==> src/rtl/cpu_seq_pkg.sv <==
// Shared definitions for the CPU stage sequencer: state encoding, stage strobe
// indices and the default instruction-register reset value.
package cpu_seq_pkg;

    typedef enum logic [2:0] {
        ST_RST,
        ST_FETCH,
        ST_GETREGS,
        ST_READMEM,
        ST_WRITEBACK,
        ST_HOLD
    } seq_state_e;

    localparam int unsigned STG_FETCH     = 0;
    localparam int unsigned STG_GETREGS   = 1;
    localparam int unsigned STG_READMEM   = 2;
    localparam int unsigned STG_WRITEBACK = 3;
    localparam int unsigned STG_NUM       = 4;

    localparam logic [31:0] INSTR_RESET_DEFAULT = 32'h0000_0000;

    // One-hot strobe pattern for a state; RST and HOLD drive no strobe.
    function automatic logic [STG_NUM-1:0] stage_strobes(input seq_state_e st);
        logic [STG_NUM-1:0] s;
        s = '0;
        case (st)
            ST_FETCH:     s[STG_FETCH]     = 1'b1;
            ST_GETREGS:   s[STG_GETREGS]   = 1'b1;
            ST_READMEM:   s[STG_READMEM]   = 1'b1;
            ST_WRITEBACK: s[STG_WRITEBACK] = 1'b1;
            default:      s = '0;
        endcase
        return s;
    endfunction

endpackage

==> src/rtl/seq_wait_timer.sv <==
// Memory-stage wait counter: counts wait cycles, saturates at all-ones and
// flags expiry when TIMEOUT wait cycles have elapsed with busy still high.
module seq_wait_timer #(
    parameter int unsigned TIMEOUT = 0,
    parameter int unsigned TO_W    = 16
) (
    input  logic clk,
    input  logic reset,
    input  logic waiting,
    input  logic advance,
    input  logic busy,
    output logic expire
);

    // cnt_q holds the number of completed wait cycles, so the TIMEOUT-th wait
    // cycle is the one that sees cnt_q == TIMEOUT-1.
    localparam logic [TO_W-1:0] LIMIT = (TIMEOUT == 0) ? '0 : TO_W'(TIMEOUT - 1);

    logic [TO_W-1:0] cnt_q;
    logic [TO_W-1:0] cnt_d;

    always_comb begin
        cnt_d = cnt_q;
        if (!waiting || advance) begin
            cnt_d = '0;
        end else if (cnt_q != '1) begin
            cnt_d = cnt_q + 1'b1;
        end
        expire = (TIMEOUT != 0) && waiting && busy && (cnt_q == LIMIT);
    end

    always_ff @(posedge clk) begin
        if (reset) begin
            cnt_q <= '0;
        end else begin
            cnt_q <= cnt_d;
        end
    end

endmodule

==> src/rtl/cpu_stage_sequencer.sv <==
// CPU stage sequencer: registered one-hot stage strobes, memory busy stretch,
// instruction latch, PC advance pulse and debug hold. Define SEQ_PERF_CNT_EN
// to add the cycle_cnt / instr_cnt performance counters.
module cpu_stage_sequencer
    import cpu_seq_pkg::*;
#(
    parameter logic [31:0] INSTR_RESET = INSTR_RESET_DEFAULT,
    parameter int unsigned TIMEOUT     = 0,
    parameter int unsigned TO_W        = 16
) (
    input  logic        clk,
    input  logic        reset,
    input  logic        mem_start,
    input  logic        busy,
    input  logic [31:0] q,
    input  logic        hold,
    output logic        fetch,
    output logic        getRegs,
    output logic        readMem,
    output logic        writeBack,
    output logic [31:0] instr,
    output logic        pc_next,
    output logic        halted,
    output logic        mem_timeout
`ifdef SEQ_PERF_CNT_EN
    ,
    output logic [31:0] cycle_cnt,
    output logic [31:0] instr_cnt
`endif
);

    seq_state_e         state_q, state_d;
    logic               wait_q, wait_d;
    logic [STG_NUM-1:0] strobe_q, strobe_d;
    logic [31:0]        instr_q, instr_d;
    logic               pc_next_q, pc_next_d;
    logic               halted_q, halted_d;
    logic               mem_timeout_q, mem_timeout_d;
    logic               advance;
    logic               expire;

    seq_wait_timer #(
        .TIMEOUT (TIMEOUT),
        .TO_W    (TO_W)
    ) u_wait_timer (
        .clk     (clk),
        .reset   (reset),
        .waiting (wait_q),
        .advance (advance),
        .busy    (busy),
        .expire  (expire)
    );

    always_comb begin
        state_d       = state_q;
        wait_d        = wait_q;
        instr_d       = instr_q;
        pc_next_d     = 1'b0;
        mem_timeout_d = mem_timeout_q;
        advance       = 1'b0;

        case (state_q)
            ST_RST:  state_d = ST_FETCH;
            ST_HOLD: if (!hold) state_d = ST_FETCH;
            default: begin
                // Issue cycle decides memory use; busy only counts once waiting.
                if (!wait_q) begin
                    if (mem_start) wait_d = 1'b1;
                    else           advance = 1'b1;
                end else if (!busy || expire) begin
                    advance = 1'b1;
                    if (busy) mem_timeout_d = 1'b1;
                end
            end
        endcase

        if (advance) begin
            wait_d = 1'b0;
            case (state_q)
                ST_FETCH: begin
                    instr_d = q;
                    state_d = ST_GETREGS;
                end
                ST_GETREGS: state_d = ST_READMEM;
                ST_READMEM: state_d = ST_WRITEBACK;
                default: begin
                    pc_next_d = 1'b1;
                    state_d   = hold ? ST_HOLD : ST_FETCH;
                end
            endcase
        end

        strobe_d = stage_strobes(state_d);
        halted_d = (state_d == ST_HOLD);
    end

    always_ff @(posedge clk) begin
        if (reset) begin
            state_q       <= ST_RST;
            wait_q        <= 1'b0;
            strobe_q      <= '0;
            instr_q       <= INSTR_RESET;
            pc_next_q     <= 1'b0;
            halted_q      <= 1'b0;
            mem_timeout_q <= 1'b0;
        end else begin
            state_q       <= state_d;
            wait_q        <= wait_d;
            strobe_q      <= strobe_d;
            instr_q       <= instr_d;
            pc_next_q     <= pc_next_d;
            halted_q      <= halted_d;
            mem_timeout_q <= mem_timeout_d;
        end
    end

    assign fetch       = strobe_q[STG_FETCH];
    assign getRegs     = strobe_q[STG_GETREGS];
    assign readMem     = strobe_q[STG_READMEM];
    assign writeBack   = strobe_q[STG_WRITEBACK];
    assign instr       = instr_q;
    assign pc_next     = pc_next_q;
    assign halted      = halted_q;
    assign mem_timeout = mem_timeout_q;

`ifdef SEQ_PERF_CNT_EN
    logic [31:0] cycle_cnt_q, cycle_cnt_d;
    logic [31:0] instr_cnt_q, instr_cnt_d;

    always_comb begin
        cycle_cnt_d = cycle_cnt_q + 32'd1;
        instr_cnt_d = instr_cnt_q + {31'b0, pc_next_d};
    end

    always_ff @(posedge clk) begin
        if (reset) begin
            cycle_cnt_q <= '0;
            instr_cnt_q <= '0;
        end else begin
            cycle_cnt_q <= cycle_cnt_d;
            instr_cnt_q <= instr_cnt_d;
        end
    end

    assign cycle_cnt = cycle_cnt_q;
    assign instr_cnt = instr_cnt_q;
`endif

endmodule

==> config.mk <==
export PLATFORM = sky130hd
export DESIGN_NAME = cpu_stage_sequencer
export DESIGN_NICKNAME = d
export VERILOG_FILES = /design/src/rtl/cpu_seq_pkg.sv /design/src/rtl/seq_wait_timer.sv /design/src/rtl/cpu_stage_sequencer.sv
export SDC_FILE = /design/constraint.sdc
export NUM_CORES = 1
export LEC_CHECK = 0
export BUFFER_PORTS_ARGS = -buffer_cell sky130_fd_sc_hd__buf_2
export CORE_MARGIN = 4
export CORE_UTILIZATION = 46
export DETAILED_ROUTE_END_ITERATION = 16
export GPL_ROUTABILITY_DRIVEN = 1
export PLACE_DENSITY_LB_ADDON = 0.15
export SYNTH_ARGS = -nofsm -noshare
export SYNTH_HDL_FRONTEND = slang
export SYNTH_SLANG_ARGS = --single-unit
==> constraint.sdc <==
create_clock -name clk -period 1.62 [get_ports clk]
set_input_delay 0.081 -clock clk [delete_from_list [all_inputs] [get_ports clk]]
set_output_delay 0.081 -clock clk [all_outputs]
set_load 0.01 [all_outputs]
### Word-level counts from Yosys, hierarchy flattened

Index checks and enable logic that the tools add are counted.

| word-level totals | value |
|---|---|
| logic and storage cells | 38 |
| output and inout bits | 39 |
| bits in registers | 42 |

| operators by class | value |
|---|---|
| muxes and demuxes | 16 |
| bitwise operators | 1 |
| equal/unequal tests | 9 |
| reduce and logical (&&, ||, !) cells | 6 |

Operator list:

| cell | count |
|---|---|
| == test 3 x 2 -> 1 bit, second input constant | 4 |
| two-way mux 1 bit | 11 |
| == test 3 bit, second input constant | 3 |
| two-way mux 3 bit | 3 |
| one-hot mux 3 bit (3 select lines) | 1 |
| == test 3 x 1 -> 1 bit, second input constant | 2 |
| one-hot mux 3 bit (2 select lines) | 1 |
| OR reduction 2 bit | 3 |
| logical NOT 3 bit | 1 |
| OR reduction 3 bit | 1 |
| AND reduction 2 bit | 1 |
| NOT 1 bit | 1 |

### Longest topological paths before layout

Gate-level depths: netlist (run 1).

| logic depth | value |
|---|---|
| depth in word-level cells | 6 |
| mapped depth | 6 |

### Cells and area by module

Synthesis (run 1) repeated with hierarchy kept, for this count alone.

| second synthesis, totals | value |
|---|---|
| cell total of the unflattened synthesis | 203 |
| area, all modules | 1818.0 um^2 |

Modules (own cells, without submodules):

| module | seq. area each (um^2) | area an instance (um^2) | times used | cells an instance |
|---|---|---|---|---|
| cpu_stage_sequencer | 860.8 | 1806.7 | 1 | 201 |
| seq_wait_timer | 0.0 | 11.3 | 1 | 2 |

### Worst setup path before layout (run 1)

No wires, ideal clock.

| timing path | value |
|---|---|
| path kind | reg-to-reg |
| from | register wait_q |
| to | register instr_q[0] (netlist: instr[0]) |
| arrival | 1.421 ns |
| clock period less this slack | 1.493 ns |
| buffers on the path | 2 |
| path slack | 0.127 ns |
| stages on the path, launching flop included | 6 |
| data required time | 1.548 ns |
| library setup time | 0.072 ns |
| cell sequence | dfxtp_1 -> mux2i_2 -> and3_1 -> buf_6 -> buf_12 -> mux2i_1 |

| between the ends | value |
|---|---|
| longest elaborated chain between the ends | 3 |

Ends and longest elaborated chain:

| what | RTL line | source |
|---|---|---|
| from (decl) | cpu_stage_sequencer.sv:33 | `logic wait_q, wait_d;` |
| from (signal assigned) | cpu_stage_sequencer.sv:108 | `wait_q <= wait_d;` |
| two-way mux 1 bit | cpu_stage_sequencer.sv:67 | `if (!wait_q) begin` |
| two-way mux 1 bit | cpu_stage_sequencer.sv:62 | `case (state_q)` |
| AND reduction 2 bit (no line) | - |  |
| to (signal assigned) | cpu_stage_sequencer.sv:110 | `instr_q <= instr_d;` |
| to (decl) | cpu_stage_sequencer.sv:35 | `logic [31:0] instr_q, instr_d;` |

No other way between the ends.
A chain may end at the register's enable or synchronous reset.

### Final worst setup path (run 1)

| timing path | value |
|---|---|
| from | register wait_q |
| to | register instr_q[29] (netlist: instr[29]) |

The elaborated chain is that of the path after synthesis.

==> flow_summary.html, run 1 <==
<table>
<tr><th>Metric</th><th>Value</th></tr>
<tr><th colspan="2">Outcome</th></tr>
<tr><td>Run status</td><td>complete, no violations</td></tr>
<tr><th colspan="2">GRT</th></tr>
<tr><td>Wire length of the first global-routing pass</td><td>5950 µm</td></tr>
<tr><td>Initial antenna violation count</td><td>0</td></tr>
<tr><td>Total routing resource utilization after global routing</td><td>14.9%</td></tr>
<tr><td>Vias in the first global route</td><td>1335</td></tr>
<tr><td>Largest net degree at the start of global routing</td><td>35</td></tr>
<tr><td>Gr ovfl total</td><td>0</td></tr>
<tr><th colspan="2">STA</th></tr>
<tr><td>Min Tclk post-route</td><td>1.42 ns</td></tr>
<tr><td>Setup slack of the critical path after layout</td><td>0.203 ns</td></tr>
<tr><td>Setup repair after global routing missed its margin</td><td>false</td></tr>
<tr><td>Setup violation total in the final timing report</td><td>0</td></tr>
<tr><td>Ratio of final minimum period to clock period</td><td>87.4%</td></tr>
<tr><td>Max-slew violations</td><td>0</td></tr>
<tr><td>Worst Clk Skew</td><td>0.00467 ns</td></tr>
<tr><td>Final-report hold violation count</td><td>0</td></tr>
<tr><td>Total Negative Setup Slacks</td><td>0 ns</td></tr>
<tr><td>Achievable Freq</td><td>0.706 GHz</td></tr>
<tr><th colspan="2">Detailed routing</th></tr>
<tr><td>Total DRC errors in the routed layout</td><td>0</td></tr>
<tr><td>Drt initial violations</td><td>69</td></tr>
<tr><td>Wire length per cell</td><td>11.7 µm</td></tr>
<tr><td>Uppermost layer routed</td><td>met4</td></tr>
<tr><td>Via-per-instance ratio</td><td>4.80</td></tr>
<tr><td>First-pass iteration count of the detailed router</td><td>4</td></tr>
<tr><td>Met1 wire length</td><td>1660 µm</td></tr>
<tr><td>Routed WL</td><td>3670 µm</td></tr>
<tr><td>Antenna-violating nets left</td><td>0</td></tr>
<tr><td>Wire length on met3</td><td>282 µm</td></tr>
<tr><td>Wire length on met2</td><td>1680 µm</td></tr>
<tr><td>Via count</td><td>1503</td></tr>
<tr><th colspan="2">Logic synthesis</th></tr>
<tr><td>Synth cell count leaders</td><td>nand2_1 (67), dfxtp_1 (42), mux2i_1 (32)</td></tr>
<tr><td>Number of enable-type register cells in the synthesized netlist</td><td>0</td></tr>
<tr><td>Cell types with the largest area share after synthesis</td><td>dfxtp_1 (48%), mux2i_1 (18%), nand2_1 (14%)</td></tr>
<tr><td>Most frequent cell after synthesis</td><td>nand2_1</td></tr>
<tr><td>Yosys cell types</td><td>32</td></tr>
<tr><td>Synth warnings</td><td>0</td></tr>
<tr><td>Cell accounting for the most synthesized area</td><td>dfxtp_1</td></tr>
<tr><td>FF+latch count, synth</td><td>42</td></tr>
<tr><td>Syn_area_per_cell</td><td>9.27 µm²</td></tr>
<tr><td>Sequential share of the synthesized area</td><td>48.0%</td></tr>
<tr><td>Share of flip-flops with an asynchronous set or reset after synthesis</td><td>0%</td></tr>
<tr><td>Cell count after synthesis</td><td>189</td></tr>
<tr><td>Portion of synthesized cell area occupied by the leading cell type</td><td>48.0%</td></tr>
<tr><td>Most instantiated flip-flop cell in the synthesis netlist</td><td>dfxtp_1</td></tr>
<tr><td>Post-synthesis cell area</td><td>1750 µm²</td></tr>
<tr><td>Post-Synthesis Net Count</td><td>226</td></tr>
<tr><th colspan="2">Power and ir drop</th></tr>
<tr><td>Total leakage power</td><td>1.05 nW</td></tr>
<tr><td>Total internal power</td><td>0.00170 W</td></tr>
<tr><td>Power share of the sequential group</td><td>50.1%</td></tr>
<tr><td>Total design power</td><td>0.00234 W</td></tr>
<tr><td>Clock power share</td><td>29.0%</td></tr>
<tr><td>Fraction of power spent switching nets</td><td>27.2%</td></tr>
<tr><td>Total power density per cell area</td><td>1050 nW/µm²</td></tr>
<tr><td>Worst ir drop on vdd</td><td>0.000570 V</td></tr>
<tr><td>P_sw</td><td>0.000638 W</td></tr>
<tr><td>Share of power burned in combinational logic</td><td>20.9%</td></tr>
<tr><th colspan="2">Placement</th></tr>
<tr><td>Pre-CTS setup slack</td><td>0.219 ns</td></tr>
<tr><td>RD Place Congestion</td><td>0.727</td></tr>
<tr><td>Placed wire-length estimate after detailed placement</td><td>2650 µm</td></tr>
<tr><td>IO buf count</td><td>74</td></tr>
<tr><td>Post-Place Cell Area</td><td>2140 µm²</td></tr>
<tr><th colspan="2">Clocking</th></tr>
<tr><td>Number of buffers created by CTS</td><td>5</td></tr>
<tr><td>Clock Sinks</td><td>42</td></tr>
<tr><td>H-tree Lvls</td><td>2</td></tr>
<tr><td>Clock tree from TritonCTS</td><td>yes</td></tr>
<tr><td>Root buffer cell</td><td>clkbuf_8</td></tr>
<tr><td>Setup fix buffers added after clock tree synthesis</td><td>0</td></tr>
<tr><td>Number of buffers on the longest clock path</td><td>2</td></tr>
<tr><td>Clock edge transition at the registers on the reported setup and hold paths</td><td>0.08 ns</td></tr>
<tr><td>Source-to-sink clock delay at the later pin of the worst-skew pair</td><td>0.28 ns</td></tr>
<tr><th colspan="2">Finish</th></tr>
<tr><td># diodes</td><td>0</td></tr>
<tr><td>Fraction of final layout cells sized beyond drive strength 1</td><td>35.5%</td></tr>
<tr><td>Area Growth Syn to Fin</td><td>27.6%</td></tr>
<tr><td>Net total in the final layout</td><td>301</td></tr>
<tr><td>Layout Cell Area excl Fill</td><td>2240 µm²</td></tr>
<tr><th colspan="2">Critical path</th></tr>
<tr><td>Setup CP Type</td><td>reg -&gt; reg</td></tr>
<tr><td>R2R Setup Slk</td><td>0.20 ns</td></tr>
<tr><td>Maximum net fanout on the critical path</td><td>21</td></tr>
<tr><td>Critical Path Sink Type</td><td>flip-flop</td></tr>
<tr><td>Data required time at the worst endpoint</td><td>1.83 ns</td></tr>
<tr><td>Critical path launch point type</td><td>flip-flop</td></tr>
<tr><td>CP arrival</td><td>1.63 ns</td></tr>
<tr><th colspan="2">Floorplanning</th></tr>
<tr><td>DIE WIDTH</td><td>69.7 µm</td></tr>
<tr><td># IOs</td><td>76</td></tr>
<tr><td>Std-Cell Core Area</td><td>3660 µm²</td></tr>
<tr><td>Y dimension of the die</td><td>69.7 µm</td></tr>
<tr><td>Initial core utilization</td><td>47.9%</td></tr>
<tr><td>Row cnt</td><td>22</td></tr>
<tr><td>Die area</td><td>4860 µm²</td></tr>
<tr><th colspan="2">Flow run</th></tr>
<tr><td>Max-cap viol count</td><td>0</td></tr>
<tr><th colspan="2">Hold path</th></tr>
<tr><td>Tightest Hold Check Type</td><td>in -&gt; reg</td></tr>
</table>
-- cells in the final DEF, fill, tap and decap left out, types with 3 or more instances in the layout --
master / instances
buf_2: 74
nand2_1: 67
dfxtp_1: 42
mux2i_1: 32
clkbuf_8: 6
buf_4: 6
nor2_1: 3
nand3_1: 3
a21oi_1: 3
-- flip-flops by register name, indices dropped and copies added, names as in the netlist --
signal,flops
pc_next,1
wait_q,1
state_q,3
instr,32
strobe_q,4
halted,1
-- critical path, stage by stage (launching register included) --
cell     delay [ns]
dfxtp_1        0.44
mux2i_2        0.24
and3_2         0.24
buf_12         0.19
mux2i_1        0.22
-- cells by family after synthesis --
kind of cell	after synthesis	share of synthesized area, %
AOI/OAI and AO/OA	11	4.21
xor gates and xnor gates	1	0.500
buffers and inverters	17	7.14
DFF	42	48.0
muxes	34	19.7
other	1	0.214
and+or+nand+nor	83	20.3
-- path summary, 6_finish.rpt --
check / startpoint / endpoint / cells after the start
max: wait_q / instr[29] / 4
min: q[0] / instr[0] / 3
max reg2reg: wait_q / instr[29] / 4
min reg2reg: instr[6] / instr[6] / 2
-- routing by layer --
| metal | global-route usage (%) | vias to the layer above |
|---|---|---|
| met5 | 0 | - |
| met3 | 4.78 | 4 |
| li1 | - | 782 |
| met4 | 7.23 | 0 |
| met2 | 23.2 | 52 |
| met1 | 18.6 | 665 |
-- area by class of cell --
cell class	count	area, µm²
tap	48	60.1
inverter	3	11.3
multi-input combinational	130	788
clock inverter	1	5.00
clock buffer	7	86.3
sequential	42	841
timing repair buffer	82	445
fill	346	1420
-- power groups by stage --
stage / Sequential (W) / Combinational [W] / Clock (W)
after floorplan: 0.00123 / 0.000307 / 0
after global placement: 0.00120 / 0.000489 / 0
after detailed placement: 0.00120 / 0.000493 / 0
after CTS: 0.00117 / 0.000496 / 0.000704
after global routing: 0.00118 / 0.000537 / 0.000738
final: 0.00117 / 0.000490 / 0.000679
-- per-stage QoR --
| stage | hold slack [ns] | util (%) | cells |
|---|---|---|---|
| finish | 0.0331 | 61.1 | 313 |
| global route | 0.0289 | 61.1 | 313 |
| detailed placement | 0.299 | 58.3 | 304 |
| CTS | 0.0225 | 61.1 | 313 |
| global placement | 0.304 | 58.3 | 304 |
| floorplan | 0.185 | - | 189 |
-- what timing repair did --
item	in CTS	in global routing
endpoints found under the hold margin	1	0
endpoints found under the setup margin	0	0
hold buffers	1	0
gates resized for setup	0	0
Power figures use the tool's default switching activity.
==> run 2: changes to the inputs <==
- CORE_UTILIZATION: 46 -> 47
- SYNTH_HIERARCHICAL: not set -> 1
==> run 2 against run 1 <==
  * Sequential power about the same
  * Maximum frequency decreased by 2.5%
  * Core utilization increased by 0.80 points
  * Sequential share of layout area increased by 0.11 points
  * Power decreased by 3.3%
==> flow_summary.html, run 2 <==
<table>
<tr><th>Metric</th><th>Value</th></tr>
<tr><th colspan="2">Logic synthesis</th></tr>
<tr><td>Syn_area_per_cell</td><td>8.97 µm²</td></tr>
<tr><td>Post-Synthesis Net Count</td><td>239</td></tr>
<tr><td>Synth warnings</td><td>6</td></tr>
<tr><td>Post-synthesis cell area</td><td>1810 µm²</td></tr>
<tr><td>Cell count after synthesis</td><td>202</td></tr>
<tr><th colspan="2">Critical path</th></tr>
<tr><td>Critical path launch point type</td><td>flip-flop</td></tr>
<tr><td>Critical path buffers and inverters</td><td>1</td></tr>
<tr><td>Cell-by-cell trace of the critical path</td><td>nand2b_1 -&gt; and4_2 -&gt; buf_12 -&gt; mux2i_1</td></tr>
<tr><td>Worst stage delay on the critical path</td><td>0.40 ns</td></tr>
<tr><td>Data required time at the worst endpoint</td><td>1.84 ns</td></tr>
<tr><td>Start point of the critical path</td><td>wait_q</td></tr>
<tr><td>Maximum net fanout on the critical path</td><td>32</td></tr>
<tr><td>Setup CP Type</td><td>reg -&gt; reg</td></tr>
<tr><td>Critical R2R Launch</td><td>wait_q</td></tr>
<tr><td>CP arrival</td><td>1.67 ns</td></tr>
<tr><td>Highest-delay cell along the critical path</td><td>dfxtp_1</td></tr>
<tr><td>Critical Path Sink Type</td><td>flip-flop</td></tr>
<tr><td>Crit path max-delay family</td><td>simple AND/OR/NAND/NOR gates</td></tr>
<tr><th colspan="2">Detailed routing</th></tr>
<tr><td>Wire length per cell</td><td>12.0 µm</td></tr>
<tr><td>Antenna-violating nets left</td><td>0</td></tr>
<tr><td>First-pass iteration count of the detailed router</td><td>4</td></tr>
<tr><td>Via count</td><td>1548</td></tr>
<tr><td>Total DRC errors in the routed layout</td><td>0</td></tr>
<tr><td>Via-per-instance ratio</td><td>4.81</td></tr>
<tr><td>Routed WL</td><td>3880 µm</td></tr>
<tr><td>Drt initial violations</td><td>67</td></tr>
<tr><th colspan="2">Finish</th></tr>
<tr><td>Count of fill cells added during filler insertion</td><td>351</td></tr>
<tr><td>Fraction of final layout cells sized beyond drive strength 1</td><td>32.5%</td></tr>
<tr><td>Area Growth Syn to Fin</td><td>26.0%</td></tr>
<tr><td># diodes</td><td>0</td></tr>
<tr><td>Most common library cell in the layout ignoring fill and taps</td><td>buf_2</td></tr>
<tr><td>Net total in the final layout</td><td>310</td></tr>
<tr><td>Max reg flops</td><td>32</td></tr>
<tr><td>Layout Cell Area excl Fill</td><td>2280 µm²</td></tr>
<tr><td>Commonest cells after routing, fill and taps aside</td><td>buf_2 (75), nand2_1 (69), dfxtp_1 (43)</td></tr>
<tr><th colspan="2">Clocking</th></tr>
<tr><td>Source-to-sink clock delay at the later pin of the worst-skew pair</td><td>0.29 ns</td></tr>
<tr><td>Clock Sinks</td><td>43</td></tr>
<tr><td>Number of buffers on the longest clock path</td><td>2</td></tr>
<tr><td>Number of buffers created by CTS</td><td>5</td></tr>
<tr><td>Root buffer cell</td><td>clkbuf_8</td></tr>
<tr><td>Clock tree from TritonCTS</td><td>yes</td></tr>
<tr><td>Clock edge transition at the registers on the reported setup and hold paths</td><td>0.08 ns</td></tr>
<tr><td>H-tree Lvls</td><td>2</td></tr>
<tr><td>Gates resized, CTS repair</td><td>0</td></tr>
<tr><th colspan="2">STA</th></tr>
<tr><td>Worst Clk Skew</td><td>0.00575 ns</td></tr>
<tr><td>Setup repair after global routing missed its margin</td><td>false</td></tr>
<tr><td>Worst hold margin</td><td>0.0263 ns</td></tr>
<tr><td>Setup violation total in the final timing report</td><td>0</td></tr>
<tr><td>Final-report hold violation count</td><td>0</td></tr>
<tr><td>Total Negative Setup Slacks</td><td>0 ns</td></tr>
<tr><td>Min Tclk post-route</td><td>1.45 ns</td></tr>
<tr><td>Ratio of final minimum period to clock period</td><td>89.7%</td></tr>
<tr><td>Achievable Freq</td><td>0.688 GHz</td></tr>
<tr><td>Max-slew violations</td><td>0</td></tr>
<tr><th colspan="2">GRT</th></tr>
<tr><td>Total routing resource utilization after global routing</td><td>16.1%</td></tr>
<tr><td>Initial antenna violation count</td><td>0</td></tr>
<tr><td>Gr ovfl total</td><td>0</td></tr>
<tr><td>Vias in the first global route</td><td>1431</td></tr>
<tr><td>Wire length of the first global-routing pass</td><td>6470 µm</td></tr>
<tr><td>Largest net degree at the start of global routing</td><td>34</td></tr>
<tr><th colspan="2">Placement</th></tr>
<tr><td>RD Place Congestion</td><td>0.777</td></tr>
<tr><td>Post-Place Cell Area</td><td>2190 µm²</td></tr>
<tr><td>Placed wire-length estimate after detailed placement</td><td>2840 µm</td></tr>
<tr><td>IO buf count</td><td>75</td></tr>
<tr><th colspan="2">Floorplanning</th></tr>
<tr><td>Die area</td><td>4910 µm²</td></tr>
<tr><td>DIE WIDTH</td><td>70.1 µm</td></tr>
<tr><td>Row cnt</td><td>22</td></tr>
<tr><td>Std-Cell Core Area</td><td>3690 µm²</td></tr>
<tr><td>Y dimension of the die</td><td>70.1 µm</td></tr>
<tr><td>Initial core utilization</td><td>49.1%</td></tr>
<tr><td># IOs</td><td>76</td></tr>
<tr><th colspan="2">Power and ir drop</th></tr>
<tr><td>Worst ir drop on vdd</td><td>0.000555 V</td></tr>
<tr><td>Total design power</td><td>0.00226 W</td></tr>
<tr><td>Total leakage power</td><td>1.07 nW</td></tr>
<tr><td>Total power density per cell area</td><td>991 nW/µm²</td></tr>
<tr><th colspan="2">Outcome</th></tr>
<tr><td>Run status</td><td>complete, no violations</td></tr>
<tr><th colspan="2">Flow run</th></tr>
<tr><td>Max-cap viol count</td><td>0</td></tr>
<tr><th colspan="2">Hold path</th></tr>
<tr><td>Tightest Hold Check Type</td><td>in -&gt; reg</td></tr>
<tr><td>Worst Min Path Start</td><td>q[2]</td></tr>
</table>
## run 2: changes by cell type in the layout (fill, tap and decap cells not counted), sizes merged, moves of 2 or more
cell / delta
nand2: +2
nand3: -2
nor2b: +2
nor4b: +2
o2111ai: +2
o211ai: -2
## run 2: repair_timing
item	4_1_cts	5_1_grt
hold buffers	1	0
endpoints found under the hold margin	1	0
setup buffers	0	0
## run 2: routing by layer
metal,part of all wire (%),vias to the layer above,global-route usage (%)
met5,0,-,0
met4,1.0,0,5.11
met3,6.9,5,5.32
met2,47,43,26.1
met1,45,690,20.3
li1,-,810,-
## run 2: final timing paths
| kind | endpoint | slack [ns] | cells after the start |
|---|---|---|---|
| hold / removal | instr[2] | 0.03 | 3 |
| setup reg to reg | instr[15] | 0.17 | 4 |
| setup / recovery | instr[15] | 0.17 | 4 |
| hold reg to reg | mem_timeout | 0.45 | 2 |
## run 2: power by group
part / internal [W] / total [W] / switching [W]
clock: 0.000302 / 0.000636 / 0.000334
combinational: 0.000205 / 0.000445 / 0.000240
sequential: 0.00114 / 0.00118 / 0.0000425
total: 0.00165 / 0.00226 / 0.000617
## run 2: area by class of cell
| class | count | area [µm²] | area share [%] |
|---|---|---|---|
| sequential | 43 | 861 | 37.7 |
| multi-input combinational | 137 | 827 | 36.2 |
| timing repair buffer | 81 | 435 | 19.1 |
| clock buffer | 7 | 76.3 | 3.34 |
| tap | 48 | 60.1 | 2.63 |
| inverter | 5 | 18.8 | 0.822 |
| clock inverter | 1 | 5.00 | 0.219 |
## run 2: stage by stage
step                cells  setup WS [ns]  util, %
global route          322         0.0609     61.9
CTS                   322          0.173     61.9
detailed placement    313          0.182     59.4
finish                322          0.167     61.9
global placement      313          0.225     59.4
floorplan             202          0.286        -
## run 2: tightest hold or removal path: stages
cell and delay (ns):
buf_2 0.09, nand2_1 0.04, mux2i_1 0.05
